===== config.mk =====
export PLATFORM = sky130hd
export DESIGN_NAME = memwb_stage
export DESIGN_NICKNAME = d
export VERILOG_FILES = /design/src/rtl/memwb_stage.sv
export SDC_FILE = /design/constraint.sdc
export NUM_CORES = 1
export LEC_CHECK = 0
export BUFFER_PORTS_ARGS = -buffer_cell sky130_fd_sc_hd__clkbuf_2
export CAP_MARGIN = 20
export CELL_PAD_IN_SITES_DETAIL_PLACEMENT = 0
export CELL_PAD_IN_SITES_GLOBAL_PLACEMENT = 1
export CORE_MARGIN = 10
export CORE_UTILIZATION = 30
export DETAILED_ROUTE_END_ITERATION = 6
export PLACE_DENSITY_LB_ADDON = 0.1
export SLEW_MARGIN = 30
export SYNTH_ARGS = -nofsm -noshare
export SYNTH_HDL_FRONTEND = slang
export SYNTH_SLANG_ARGS = --single-unit

===== constraint.sdc =====
create_clock -name CLK -period 1.17 [get_ports CLK]
set_input_delay 0.117 -clock CLK [delete_from_list [all_inputs] [get_ports CLK]]
set_output_delay 0.117 -clock CLK [all_outputs]
set_load 0.01 [all_outputs]

===== src/rtl/memwb_stage.sv =====
// Memory-to-writeback pipeline stage: registers the M-stage result for the
// register-file write port and waits on the data-memory response for loads.
module memwb_stage #(
    parameter int BITS    = 32,
    parameter int WAITMAX = 15
) (
    input  logic            CLK,
    input  logic            RESET,
    input  logic            ValidM,
    input  logic            RegWriteM,
    input  logic            MemtoRegM,
    input  logic            PCSrcM,
    input  logic [3:0]      WA3M,
    input  logic [BITS-1:0] ALUOutM,
    input  logic [BITS-1:0] ReadDataM,
    input  logic            MemRdyM,
    output logic            RegWriteW,
    output logic            PCSrcW,
    output logic [3:0]      WA3W,
    output logic [BITS-1:0] ResultW,
    output logic            StallM,
    output logic            MemErrW
);

    localparam int CNT_W = $clog2(WAITMAX + 1);
    localparam logic [CNT_W-1:0] CNT_LAST = CNT_W'(WAITMAX - 1);

    localparam logic [0:0] S_IDLE      = 1'b0;
    localparam logic [0:0] S_WAIT_LOAD = 1'b1;

    logic [0:0]      state_q, state_d;
    logic [CNT_W-1:0] cnt_q, cnt_d;
    logic            reg_write_q, reg_write_d;
    logic            pc_src_q, pc_src_d;
    logic [3:0]      wa3_q, wa3_d;
    logic [BITS-1:0] result_q, result_d;
    logic            mem_err_q, mem_err_d;
    logic            stall;

    always_comb begin
        // NOTE: every signal gets a default here so no path infers a latch;
        // the defaults encode a bubble (write enables low, data held).
        state_d     = state_q;
        cnt_d       = cnt_q;
        reg_write_d = 1'b0;
        pc_src_d    = 1'b0;
        wa3_d       = wa3_q;
        result_d    = result_q;
        mem_err_d   = 1'b0;
        stall       = 1'b0;

        unique case (state_q)
            S_IDLE: begin
                if (ValidM) begin
                    if (!MemtoRegM || MemRdyM) begin
                        reg_write_d = RegWriteM;
                        pc_src_d    = PCSrcM;
                        wa3_d       = WA3M;
                        result_d    = MemtoRegM ? ReadDataM : ALUOutM;
                    end else begin
                        stall   = 1'b1;
                        cnt_d   = '0;
                        state_d = S_WAIT_LOAD;
                    end
                end
            end
            S_WAIT_LOAD: begin
                // A response on the last wait cycle still wins over the timeout.
                if (MemRdyM) begin
                    reg_write_d = RegWriteM;
                    pc_src_d    = PCSrcM;
                    wa3_d       = WA3M;
                    result_d    = MemtoRegM ? ReadDataM : ALUOutM;
                    state_d     = S_IDLE;
                end else if (cnt_q != CNT_LAST) begin
                    stall = 1'b1;
                    cnt_d = cnt_q + CNT_W'(1);
                end else begin
                    mem_err_d = 1'b1;
                    state_d   = S_IDLE;
                end
            end
            default: state_d = S_IDLE;
        endcase
    end

    // NOTE: reset is synchronous and sampled only at the clock edge.
    always_ff @(posedge CLK) begin
        if (!RESET) begin
            state_q     <= S_IDLE;
            cnt_q       <= '0;
            reg_write_q <= 1'b0;
            pc_src_q    <= 1'b0;
            wa3_q       <= '0;
            result_q    <= '0;
            mem_err_q   <= 1'b0;
        end else begin
            state_q     <= state_d;
            cnt_q       <= cnt_d;
            reg_write_q <= reg_write_d;
            pc_src_q    <= pc_src_d;
            wa3_q       <= wa3_d;
            result_q    <= result_d;
            mem_err_q   <= mem_err_d;
        end
    end

    assign StallM    = RESET & stall;
    assign RegWriteW = reg_write_q;
    assign PCSrcW    = pc_src_q;
    assign WA3W      = wa3_q;
    assign ResultW   = result_q;
    assign MemErrW   = mem_err_q;

endmodule


* Yosys cells after proc, flatten, opt, wreduce, memory -nomap -nowiden
Cells that the tools add are included.
Storage, ports and cells: bits of input ports 75, logic and storage cells 51, output and inout port bits 40, register bits after elaboration 44
Cells by class: reduce and logical (&&, ||, !) cells 5, bitwise logic cells 3, $add $sub $neg 1, eq/ne operators 7, multiplexer cells 28
Operator list (count):
- 32-bit two-way mux | 4
- 32-bit case mux with 2 select lines | 1
- 4-bit two-way mux | 7
- 4-bit case mux with 2 select lines | 2
- 1-bit two-way mux | 11
- 2-bit inequality test, second input constant | 5
- 1-bit case mux with 2 select lines | 3
- 4-bit by 1-bit adder with 4-bit output, second input constant | 1
- 4-bit inequality test, second input constant | 1
- 4-bit AND reduction | 1
- 3-bit AND reduction | 1
- 3-bit OR reduction | 1
- 2-bit by 1-bit inequality test with 1-bit output, second input constant | 1
- 1-bit inverter | 2
- 1-bit AND | 1
- 1-bit logical NOT | 1
- 1-bit logical OR | 1

* Longest topological paths before layout
word-level depth 6, gate-level depth with buffers 6, depth with buffers taken out 5

* Worst setup path before layout
Ideal clock, no wire load.
kind flip-flop to output port, start point register cnt_q[0], end point output StallM, path slack -0.135 ns, path buffers 0, arrival 1.188 ns, required time 1.053 ns, cell stages (with the launch flop) 6, cells stage by stage dfxtp_1 > inv_1 > ha_1 > and3_1 > nand2b_1 > a21oi_1
Between the ends: longest elaborated chain between the ends 5
Ends and longest elaborated chain:
- from (decl) | RTL line 32 | logic [CNT_W-1:0] cnt_q, cnt_d;
- from (signal assigned) | RTL line 99 | cnt_q <= cnt_d;
- 4-bit inequality test | RTL line 75 | end else if (cnt_q != CNT_LAST) begin
- 1-bit two-way mux | RTL line 75
- 1-bit two-way mux | RTL line 69 | if (MemRdyM) begin
- 1-bit case mux with 2 select lines | RTL line 52 | unique case (state_q)
- 1-bit AND | RTL line 108 | assign StallM = RESET & stall;
- to (decl) | RTL line 21 | output logic StallM,
Every way passes these cells.

* Worst setup path after layout
Same ends and word-level chain as after synthesis.

==> results.sh <==
export IMPL_wl_per_cell_um=16.8
export IMPL_cts_root_buf="clkbuf_8"
export IMPL_hold_viol=0
export IMPL_syn_avg_cell_area_um2=11.0
export IMPL_grt_max_degree=25
export IMPL_synth_area_leaders="dfxtp_1 38%, a211oi_2 14%, mux2i_1 14%, a21oi_2 9.9%, buf_6 4.9%"
export IMPL_worst_pin_slew_ns=0.344
export IMPL_criticalPathCategory="reg2out"
export IMPL_cp_start_kind="register"
export IMPL_core_um2=7370
export IMPL_die_h_um=108
export IMPL_end_kind="primary output"
export IMPL_period_minus_slack_ns=1.50
export IMPL_crit_required_ns=1.05
export IMPL_gp_congestion=0.774
export IMPL_leakage_nw=1.61
export IMPL_drc=0
export IMPL_ctsHoldBuffers=0
export IMPL_clk_latency_ns=0.29
export IMPL_power_total_mw=3.84
export IMPL_die_w_um=108
export IMPL_worst_path_buf_inv=2
export IMPL_relSlewSlack_pct=77.1
export IMPL_fin_ws_ns=-0.329
export IMPL_tritoncts="done"
export IMPL_synth_top_cell_area_share_pct=38.2
export IMPL_cp_top_family="flip-flops"
export IMPL_cts_inserted_buffers=5
export IMPL_dp_cells=424
export IMPL_grt_pass1_wl_um=11700
export IMPL_finalSetupTns_ns=-5.87
export IMPL_path_max_fanout=2
export IMPL_power_density_nw_per_um2=1040
export IMPL_timing_fmax_ghz=0.667
export IMPL_finalWirelength_um=7570
export IMPL_gr_total_overflow=0
export IMPL_status="finished, violations left"
export IMPL_violations="setup timing"
export IMPL_post_route_cells_drive_above_1_share_pct=72.1
export IMPL_rsz0062_at_grt="true"
export IMPL_tritoncts_num_sinks=44
export IMPL_drt_iter0_drc=25
export IMPL_grt_usage_pct=12.6
export IMPL_crit_slowest_cell="dfxtp_2"
export IMPL_reg2reg_slack_ns=-0.27
export IMPL_layout_common_cells="113 x clkbuf_2, 42 x dfxtp_1, 32 x mux2i_1, 32 x a211oi_2, 29 x a21oi_2"
export IMPL_grt_pass1_vias=2282
export IMPL_hold_path_end="WA3W[1]"
export IMPL_syn_to_final_growth_pct=59.7
export IMPL_place_hpwl_um=5460
export IMPL_arrival_ns=1.38
export IMPL_max_stage_delay_ns=0.34
export IMPL_yosys_area_top_type="dfxtp_1"
export IMPL_io_buffers=114
export IMPL_path_cells="inv_2 > ha_2 > and3_4 > nand2b_4 > a21oi_2 > buf_2"
export IMPL_rr_startpoint="cnt_q[0]"
export IMPL_hold_path_depth=3
export IMPL_reg2reg_depth=7
export IMPL_finalCritPeriodShare_pct=128
export IMPL_initial_core_util_pct=31.3
export IMPL_pin_count=115
export IMPL_worstHoldPathType="in2reg"
export IMPL_finalSetupViolCount=44
export IMPL_post_drt_via_cell_ratio=4.68
export IMPL_syn_area_um2=2300
export IMPL_ys_ff_latch=44
export IMPL_clkTransAtPathRegs_ns=0.08
export IMPL_hp_start="WA3M[1]"
export IMPL_final_common_cell="clkbuf_2"
export IMPL_r2r_end="cnt_q[1]"
export IMPL_fin_nets=427
export IMPL_worstSetupStartpoint="cnt_q[0]"
export IMPL_cp_num_cells=6
export IMPL_firstDrtPassIters=4
export IMPL_synth_cells=209
export IMPL_ys_warn_count=0
export IMPL_yosysUniqueCellTypes=33
export IMPL_slew_violations=0
export IMPL_synth_seq_area_share_pct=38.2
export IMPL_drv_cap=0
export IMPL_postRouteAntennaNets=0
export IMPL_stdcell_count=450
export IMPL_rows=31
export IMPL_cts_buffer_depth=2
export IMPL_antenna_found_initial=0
export IMPL_clock_skew_ns=0.00698
export IMPL_syn_nets=286
export IMPL_htree_levels=2
export IMPL_holdWs_ns=0.0575
export IMPL_diodes=0
export IMPL_num_vias=2104
export IMPL_die_area_um2=11600
export IMPL_ir_drop_mv=0.465
## timing repair
| action | in CTS | in global routing |
|---|---|---|
| resized for setup | 35 | 37 |
| cloned | 5 | 1 |
| pin swaps | 29 | 29 |
| setup buffers | 13 | 7 |
| endpoints found under the setup margin | 42 | 44 |
## per-layer routing
layer	track usage, %	share of wire, %
met3	5.99	8.5
met2	21.1	49
met1	14.1	42
met4	3.05	1.0
met5	0	0
## power breakdown
group	leakage [nW]	internal [mW]	total, mW	switching, mW
Combinational	1.20	0.588	1.14	0.552
Clock	0.0455	0.483	0.999	0.516
Sequential	0.365	1.61	1.70	0.0875
Total	1.61	2.68	3.84	1.16
## how the worst max path moves through the flow
stage / endpoint
after floorplan: ResultW[18]
after global placement: cnt_q[1]
after detailed placement: StallM
after CTS: StallM
after global routing: StallM
final: StallM
## Yosys cell counts
cell       instances
a21oi_2           26
dfxtp_1           44
nand2_1            5
or4_1              1
mux2i_1           32
nor2b_1            1
clkbuf_4           1
a211oi_2          26
buf_2              5
o21ba_2            1
inv_2              1
or2_1              1
o221ai_1           1
nand3_1            6
clkbuf_1           2
o21ai_1            1
nor3b_1            1
buf_6             10
nand2b_1           2
o22ai_1            2
nor2_2             1
a211oi_1           6
ha_1               2
or3_1              1
o21ai_0            4
and3_1             4
o211ai_1           1
o21bai_4           1
nand4bb_1          1
a21oi_1           14
nor2_4             1
buf_4              2
inv_1              2
## stage by stage
stage / util (%) / area (um^2) / setup slack, ns
after global placement: 42.0 / 3100 / -0.0919
after floorplan: - / 2330 / -0.0513
final: 49.9 / 3680 / -0.329
after CTS: 48.5 / 3570 / -0.378
after global routing: 49.9 / 3680 / -0.405
after detailed placement: 42.0 / 3100 / -0.0846
## cells by family (layout without fill, tap and decap cells)
| logic type | after synthesis | count (layout) | share of synthesized area, % |
|---|---|---|---|
| AO/OA/AOI/OAI | 83 | 83 | 32.6 |
| flip-flops | 44 | 44 | 38.2 |
| multiplexers | 32 | 32 | 13.9 |
| AND/OR/NAND/NOR | 25 | 25 | 6.46 |
| buffers and inverters | 23 | 165 | 7.76 |
| adder cells (fa/ha/maj) | 2 | 2 | 1.09 |
## tightest hold or removal path, delay by kind of cell
kind / cells / cell delay (ns)
buf+inv: 1 / 0.08
simple gates: 1 / 0.06
compound gates: 1 / 0.04
## flip-flops by register name, indices dropped and copies added, names as in the netlist
signal	cells
ResultW	32
WA3W	4
cnt_q	4
MemErrW	1
PCSrcW	1
RegWriteW	1
state_q	1
## area by class of cell
class,instances,area (um^2)
timing repair buffer,154,1080
multi-input combinational,142,1490
inverter,3,11.3
sequential,44,886
tap,99,124
fill,695,3690
clock buffer,8,90.1
(Power assumes the default switching activity.)
